===== config.mk =====
export PLATFORM = sky130hd
export DESIGN_NAME = song_recorder
export DESIGN_NICKNAME = d
export VERILOG_FILES = /design/src/rtl/song_recorder_pkg.sv /design/src/rtl/song_recorder_key.sv /design/src/rtl/song_recorder.sv
export SDC_FILE = /design/constraint.sdc
export NUM_CORES = 1
export LEC_CHECK = 0
export CORE_ASPECT_RATIO = 0.9
export CORE_UTILIZATION = 45
export CTS_CLUSTER_DIAMETER = 100
export DETAILED_ROUTE_END_ITERATION = 10
export GPL_TIMING_DRIVEN = 1
export PLACE_DENSITY = 0.61
export RECOVER_POWER = 50
export SYNTH_ARGS = -nofsm -noshare
export SYNTH_HDL_FRONTEND = slang
export SYNTH_HIERARCHICAL = 1
export SYNTH_SLANG_ARGS = --single-unit

===== constraint.sdc =====
create_clock -name clk -period 9.1 [get_ports clk]
set_clock_uncertainty 0.1 [all_clocks]
set_input_delay 1.82 -clock clk [delete_from_list [all_inputs] [get_ports clk]]
set_output_delay 1.82 -clock clk [all_outputs]
set_load 0.02 [all_outputs]

===== src/rtl/song_recorder_pkg.sv =====
// Shared widths, state type and entry layout for the song recorder.
package song_recorder_pkg;

  localparam int OCT_W     = 2;
  localparam int OCT_MAX   = 3;
  localparam int OCT_RESET = 1;
  localparam int NOTE_W    = 3;
  localparam int LEN_W     = 3;
  localparam int GAP_W     = 12;
  localparam int DEPTH     = 64;
  localparam int CNT_W     = 7;
  localparam int ADDR_W    = $clog2(DEPTH);

  localparam logic [GAP_W-1:0] GAP_MAX = '1;

  typedef enum logic [1:0] {
    ST_IDLE,
    ST_ARMED,
    ST_REC,
    ST_DONE
  } rec_state_t;

  // Stored entry, MSB first: {octave, note, length, gap}
  typedef struct packed {
    logic [OCT_W-1:0]  octave;
    logic [NOTE_W-1:0] note;
    logic [LEN_W-1:0]  length;
    logic [GAP_W-1:0]  gap;
  } entry_t;

  // Saturating octave move; simultaneous up and down cancel out.
  function automatic logic [OCT_W-1:0] octave_step(input logic [OCT_W-1:0] oct,
                                                   input logic up,
                                                   input logic down);
    octave_step = oct;
    if (up && !down && oct != OCT_W'(OCT_MAX))
      octave_step = oct + 1'b1;
    else if (down && !up && oct != '0)
      octave_step = oct - 1'b1;
  endfunction

endpackage


===== src/rtl/song_recorder_key.sv =====
// Registered rising-edge detector for a level key; pulse lags the key edge by one cycle.
module key_rise (
  input  logic clk,
  input  logic rst_n,
  input  logic key,
  output logic rise
);

  logic prev_reg;
  logic rise_reg;

  always_ff @(posedge clk or negedge rst_n) begin
    if (!rst_n) begin
      prev_reg <= 1'b0;
      rise_reg <= 1'b0;
    end else begin
      prev_reg <= key;
      rise_reg <= key && !prev_reg;
    end
  end

  assign rise = rise_reg;

endmodule


===== src/rtl/song_recorder.sv =====
// Record-mode note table: captures hits with octave, note, length and tick gap,
// and exposes a registered read port for replay.
module song_recorder
  import song_recorder_pkg::*;
(
  input  logic              clk,
  input  logic              rst_n,
  input  logic              en,
  input  logic              tick,
  input  logic              hit,
  input  logic              stop,
  input  logic              oct_up,
  input  logic              oct_down,
  input  logic [NOTE_W-1:0] note_key,
  input  logic [LEN_W-1:0]  length_key,
  input  logic [CNT_W-1:0]  rd_idx,
  output logic [OCT_W-1:0]  rd_octave,
  output logic [NOTE_W-1:0] rd_note,
  output logic [LEN_W-1:0]  rd_length,
  output logic [GAP_W-1:0]  rd_gap,
  output logic [CNT_W-1:0]  track,
  output logic [OCT_W-1:0]  octave,
  output logic              recording,
  output logic              full,
  output logic              overflow
);

  logic [3:0] key_vec;
  logic [3:0] rise_vec;
  logic       hit_pulse, stop_pulse, up_pulse, down_pulse;

  assign key_vec = {hit, stop, oct_up, oct_down};

  generate
    for (genvar gi = 0; gi < 4; gi++) begin : g_key
      key_rise u_key_rise (
        .clk   (clk),
        .rst_n (rst_n),
        .key   (key_vec[gi]),
        .rise  (rise_vec[gi])
      );
    end
  endgenerate

  assign {hit_pulse, stop_pulse, up_pulse, down_pulse} = rise_vec;

  rec_state_t       state_reg;
  logic [CNT_W-1:0] track_reg;
  logic [OCT_W-1:0] octave_reg;
  logic [GAP_W-1:0] gap_reg;
  logic             recording_reg;
  logic             full_reg;
  logic             overflow_reg;
  logic             en_prev_reg;

  logic   active;
  logic   hit_ok;
  logic   wr_en;
  entry_t wr_entry;
  entry_t rd_entry_reg;
  entry_t mem [DEPTH];

  assign active   = en && (state_reg == ST_ARMED || state_reg == ST_REC);
  assign hit_ok   = active && hit_pulse && (note_key != '0);
  assign wr_en    = hit_ok && !full_reg;
  // Hit uses the octave before any same-cycle octave key takes effect.
  assign wr_entry = {octave_reg, note_key, length_key, gap_reg};

  always_ff @(posedge clk) begin
    if (wr_en)
      mem[track_reg[ADDR_W-1:0]] <= wr_entry;
  end

  // Read-before-write; entries beyond the current take read as zero.
  always_ff @(posedge clk or negedge rst_n) begin
    if (!rst_n)
      rd_entry_reg <= '0;
    else if (rd_idx < track_reg)
      rd_entry_reg <= mem[rd_idx[ADDR_W-1:0]];
    else
      rd_entry_reg <= '0;
  end

  always_ff @(posedge clk or negedge rst_n) begin
    if (!rst_n) begin
      state_reg     <= ST_IDLE;
      track_reg     <= '0;
      octave_reg    <= OCT_W'(OCT_RESET);
      gap_reg       <= '0;
      recording_reg <= 1'b0;
      full_reg      <= 1'b0;
      overflow_reg  <= 1'b0;
      en_prev_reg   <= 1'b0;
    end else begin
      en_prev_reg <= en;
      if (!en) begin
        state_reg     <= ST_IDLE;
        recording_reg <= 1'b0;
      end else begin
        case (state_reg)
          ST_IDLE: begin
            if (!en_prev_reg) begin
              state_reg     <= ST_ARMED;
              track_reg     <= '0;
              octave_reg    <= OCT_W'(OCT_RESET);
              gap_reg       <= '0;
              full_reg      <= 1'b0;
              overflow_reg  <= 1'b0;
              recording_reg <= 1'b1;
            end
          end
          ST_ARMED, ST_REC: begin
            octave_reg <= octave_step(octave_reg, up_pulse, down_pulse);
            if (wr_en) begin
              track_reg <= track_reg + 1'b1;
              full_reg  <= (track_reg == CNT_W'(DEPTH - 1));
            end else if (hit_ok) begin
              overflow_reg <= 1'b1;
            end
            if (state_reg == ST_REC) begin
              if (wr_en)
                gap_reg <= '0;
              else if (tick && gap_reg != GAP_MAX)
                gap_reg <= gap_reg + 1'b1;
            end
            if (stop_pulse) begin
              state_reg     <= ST_DONE;
              recording_reg <= 1'b0;
            end else if (state_reg == ST_ARMED && hit_ok) begin
              state_reg <= ST_REC;
            end
          end
          ST_DONE: state_reg <= ST_DONE;
          default: state_reg <= ST_IDLE;
        endcase
      end
    end
  end

  assign rd_octave = rd_entry_reg.octave;
  assign rd_note   = rd_entry_reg.note;
  assign rd_length = rd_entry_reg.length;
  assign rd_gap    = rd_entry_reg.gap;
  assign track     = track_reg;
  assign octave    = octave_reg;
  assign recording = recording_reg;
  assign full      = full_reg;
  assign overflow  = overflow_reg;

endmodule


==> results_dict.tcl <==
set metrics [dict create \
    synthSimpleGateAreaFrac 0.0304 \
    use_met1 0.322 \
    instances_no_fill 4079 \
    violations "max-capacitance violations, max-slew violations" \
    p_leak_nw 18.2 \
    power_frac_comb 0.069 \
    ys.warnings.count 6 \
    hold_path.class "reg -> reg" \
    period_share 0.653 \
    p_seq_frac 0.528 \
    power_mw 13.1 \
    clkLatencyLatePin_ps 720 \
    cts_buffers 134 \
    ys_types 62 \
    synth.avg_cell_area_um2 21.3 \
    final_core_util 0.512 \
    largest_reg_flops 1280 \
    die-area_um2 115000 \
    rows 116 \
    drive_gt1_frac 0.221 \
    setup_tns_ps 0 \
    synth_compound_area_frac 0.0332 \
    cap_violations 20 \
    numPortBuffers 52 \
    via_per_inst 6.11 \
    drt-initial-drc-count 2628 \
    final-seq-area_um2 39800 \
    cp.arrival_ps 6160 \
    synth_nets 2438 \
    grt_first_pass_wirelength_um 183000 \
    place.gp.congestion 0.872 \
    busiest_layer "met2" \
    critPathLaunchType "primary input" \
    fillers 8657 \
    gr-total-overflow 0 \
    path_clk_slew_ps 60 \
    outcome "finished, violations left" \
    multi_input_area_um2 10700 \
    met2_usage 0.335 \
    tightest_slew_ps 4230 \
    first_pass_iters 6 \
    power.internal_mw 10.1 \
    max_freq_ghz 0.168 \
    slew_headroom -1.82 \
    p_switching_mw 2.94 \
    synth_top_family_by_area "multiplexers" \
    place_inst 3831 \
    wl_per_cell_um 31.6 \
    design.core.area_um2 112000 \
    synth_flop_cell "edfxtp_1" \
    cts_resized 0 \
    grt_pass1_vias 25200 \
    synthXorXnorAreaFrac 0.000171 \
    endpoint_kind "flop" \
    powerDensity_nw_per_um2 228 \
    setup_viol 0 \
    synth_edf_count 1280 \
    clock-sinks 1335 \
    cts_hold_buffers 0 \
    synthAdderAreaFrac 0.00293 \
    path_max_fanout 23 \
    ant_nets 0 \
    rsz0062_at_grt "false" \
    peakVddDrop_mv 0.191 \
    area_growth_pct 12.0 \
    fin_crit_ps 5940 \
    yosys_register_bits 1335 \
    start_util 0.457 \
    cts_buffer_depth 3 \
    path_class "in -> reg" \
    hold_viol_final 0 \
    io_pins 53 \
    root_buffer "clkbuf_16" \
    dp_hpwl_um 74600 \
    clock_power_share 0.402 \
    synth_mux_area_frac 0.139 \
    cts_max_level 4 \
    nNetsFinal 2525 \
    grt_use_total 0.227 \
    vias 24900 \
    routed_wl_um 129000 \
    netlist_instances 2405 \
    worst-r2r-setup-slack_ps 3250 \
    drc 0 \
    antenna_found_initial 16 \
    maxSlewViolCount 1340 \
    switching_share 0.225 \
    grt_max_degree 121 \
    synth_area_um2 51200 \
    async_reset_ff_frac 0.0412 \
    die_w_um 357 \
    grt_use_met3 0.0871 \
    critPathRequiredTime_ps 9320 \
    yosysSeqAreaShare 0.778 \
    post_cts_buffers 0 \
    cts_tree "done" \
    die_h_um 322 \
]
[cells by family after synthesis]
family,count (synthesis)
adder cells (fa/ha/maj),12
AND/OR/NAND/NOR,299
AO/OA/AOI/OAI,245
buffers and inverters,152
XOR/XNOR,1
flip-flops,1335
multiplexers,361
[power by group through the flow]
stage	combinational (mW)	clock [mW]	sequential [mW]
after global placement	0.894	0	7.01
after CTS	0.916	5.34	6.88
after detailed placement	0.915	0	7.01
after global routing	0.958	5.56	6.92
final	0.905	5.27	6.91
after floorplan	0.447	0	7.08
[final timing paths]
| kind | cells past startpoint | to | from |
|---|---|---|---|
| min | 1 | g_key[0].u_key_rise/rise$_DFF_PN0_ | g_key[0].u_key_rise/prev_reg$_DFF_PN0_ |
| min reg2reg | 1 | g_key[0].u_key_rise/rise$_DFF_PN0_ | g_key[0].u_key_rise/prev_reg$_DFF_PN0_ |
| min in group asynchronous | 2 | recording$_DFFE_PN0P_ | rst_n |
| max in group asynchronous | 2 | gap_reg[0]$_DFFE_PN0P_ | rst_n |
| max | 6 | mem[13][2]$_DFFE_PP_ | note_key[2] |
| max reg2reg | 7 | gap_reg[0]$_DFFE_PN0P_ | gap_reg[0]$_DFFE_PN0P_ |
[routing by layer]
layer,vias up,part of all wire
met4,2,0.017
met1,13200,0.41
met5,-,0.000085
met3,161,0.12
li1,10400,-
met2,1149,0.45
[stage by stage]
stage / setup slack, ps / instance area [um^2] / hold slack [ps]
global placement: 2980 / 53300 / 336
floorplan: 4790 / 51200 / 329
CTS: 3670 / 57400 / 336
finish: 3160 / 57300 / 287
global route: 2830 / 57300 / 313
detailed placement: 2900 / 53300 / 336
[cells in the mapped netlist (2+ instances only)]
cell type / instances / area share
a22oi_1: 38 / 0.0056
and2_1: 2 / 0.00024
or4_1: 21 / 0.0031
ha_1: 12 / 0.0029
dfrtp_1: 54 / 0.026
nand2_1: 61 / 0.0045
nand3_1: 59 / 0.0058
o22ai_1: 102 / 0.012
buf_1: 9 / 0.00066
o2111ai_1: 40 / 0.0068
and3_1: 4 / 0.00049
nor2_1: 85 / 0.0062
nand2b_1: 7 / 0.00086
and4_1: 19 / 0.0033
buf_2: 38 / 0.0037
o31ai_1: 11 / 0.0016
a31oi_1: 4 / 0.00049
nor2b_1: 6 / 0.00073
nor3_1: 4 / 0.00039
a21oi_1: 10 / 0.00098
buf_8: 3 / 0.00088
clkbuf_1: 51 / 0.0037
buf_6: 14 / 0.0031
buf_4: 18 / 0.0026
nor2b_4: 4 / 0.0011
mux4_2: 280 / 0.12
o21ai_0: 23 / 0.0022
mux2i_1: 80 / 0.016
a211o_1: 3 / 0.00051
inv_1: 18 / 0.0013
nand3b_1: 4 / 0.00059
or3_1: 5 / 0.00061
a22o_1: 2 / 0.00034
edfxtp_1: 1280 / 0.75
nand4_1: 7 / 0.00086
[critical path, cell delays in order]
cell and delay (ps):
buf_2 70, clkbuf_1 980, nor3_1 260, nor3_1 620, nand4_1 1040, nor2_2 1320
[layout by cell type, fill, tap and decap left out, types with 6 or more instances in the layout]
master	synthesis	routed
edfxtp_1	1280	1280
mux4_2	280	280
clkbuf_16	0	140
o22ai_1	102	102
mux2i_1	80	80
nor2_2	1	65
nand2_1	61	61
nand3_1	59	59
clkbuf_1	51	52
dfrtp_1	54	48
o2111ai_1	40	40
a22oi_1	38	38
clkdlybuf4s50_1	0	36
o21ai_0	23	23
clkinv_1	0	23
nor2_1	85	21
or4_1	21	21
clkinv_2	0	20
and4_1	19	19
inv_1	18	18
buf_4	18	16
ha_1	12	12
o31ai_1	11	11
a21oi_1	10	10
diode_2	0	7
nor2b_1	6	7
nand2b_1	7	7
nand4_1	7	7
inv_6	0	7
dfrtp_2	0	6
[cell type report]
type                       count  share of cell area
clock inverter                60             0.00805
tap                         1475              0.0322
inverter                      18             0.00118
antenna                        7            0.000306
timing repair buffer          85              0.0129
clock buffer                 181              0.0647
sequential                  1335               0.695
multi-input combinational    918               0.186
No activity file was read; power rests on OpenSTA's default activity.
==> variant: new RTL, config.mk and constraints unchanged <==
Reset style: synchronous (`rst_n`), changed in 3 clocked blocks.
--- a/src/rtl/song_recorder_key.sv
+++ b/src/rtl/song_recorder_key.sv
@@ -10,5 +10,5 @@
   logic rise_reg;
 
-  always_ff @(posedge clk or negedge rst_n) begin
+  always_ff @(posedge clk) begin
     if (!rst_n) begin
       prev_reg <= 1'b0;
--- a/src/rtl/song_recorder.sv
+++ b/src/rtl/song_recorder.sv
@@ -73,5 +73,5 @@
 
   // Read-before-write; entries beyond the current take read as zero.
-  always_ff @(posedge clk or negedge rst_n) begin
+  always_ff @(posedge clk) begin
     if (!rst_n)
       rd_entry_reg <= '0;
@@ -82,5 +82,5 @@
   end
 
-  always_ff @(posedge clk or negedge rst_n) begin
+  always_ff @(posedge clk) begin
     if (!rst_n) begin
       state_reg     <= ST_IDLE;
Function: not settled (the Yosys comparison gave no result); the edit may change what the design does.
==> variant against the unedited design <==
The run still ends with capacitance limit, slew limit left; design area rose by 1.6%; sequential cell count did not move; hold slack improved by 0.11 ns; power fell by 5.1%; wire length fell by 2.6%; setup slack got worse by 0.61 ns; highest routed layer unchanged; sequential power fell by 2.9%; synthesized area rose by 0.76%.
==> variant: results (changes against the unedited design) <==
Place
  • GP Congestion: 0.8119 (-6.9%)

Final layout
  • NumNets Final: 2851 (+13%)
  • Fill cells: 8948 (+3.4%)
  • Share of layout cells above drive strength 1: 15.98% (-6.1 points)

GRT
  • Global-route wire length before repair: 180100 um (-1.8%)
  • Met1 Use GR: 32.36% (+0.15 points)
  • GRT Util Overall: 21.54% (-1.2 points)

STA
  • Fin. max-slew vios: 1292 (-3.6%)

Route
  • Met1 wire length: 56770 um (+6.8%)
  • Drt wl/cell: 28.50 um (-9.8%)
  • Detailed Route WL: 125500 um (-2.6%)
  • Vias per inst: 5.981 (-2.1%)
  • Iteration-0 DRC Markers: 3022 (+15%)

Synth
  • Cell count after synthesis: 2690 (+12%)
  • Mux share of post-synthesis cell area: 13.61% (-0.30 points)
  • Post-synth cell types: 63 (+1.6%)

Power
  • VDD IR-drop max: 0.1792 mV (-6.0%)
  • Total power: 12.42 mW (-5.1%)

Run status
  • Status: complete, but fails checks
  • Failing checks: capacitance limit, slew limit

Setup path
  • CP arrival: 6.79 ns (+0.63 ns)
  • RR Startpoint: gap_reg[5]
  • Setup crit end: mem[39][0]

Flow run
  • Max Cap Viol: 19 (-5.0%)

Clock tree
  • Total CTS buffers: 133 (-0.75%)
[variant: cell count changes after synthesis, sizes merged, moves of 46 or more]
| cell | before | now |
|---|---|---|
| a21oi | 10 | 56 |
| a22oi | 38 | 182 |
| dfrtp | 54 | 0 |
| dfxtp | 0 | 55 |
| mux2i | 80 | 384 |
| mux4 | 280 | 139 |
| o22ai | 102 | 4 |
[variant: layout make-up]
type | instances | area (um^2) | share of cell area [%]
clock inverter | 55 | 389.1 | 0.6683
antenna | 1 | 2.502 | 0.004298
multi-input combinational | 1191 | 11520 | 19.78
sequential | 1335 | 39540 | 67.91
timing repair buffer | 141 | 1145 | 1.966
inverter | 16 | 60.06 | 0.1031
clock buffer | 179 | 3711 | 6.374
tap | 1487 | 1861 | 3.195
[variant: through the flow]
step	utilization [%]	setup WS [ns]
6_report	51.39	2.550
5_1_grt	51.38	2.133
4_1_cts	51.46	4.420
3_5_place_dp	47.84	3.652
3_3_place_gp	47.84	3.708
2_1_floorplan	-	5.112
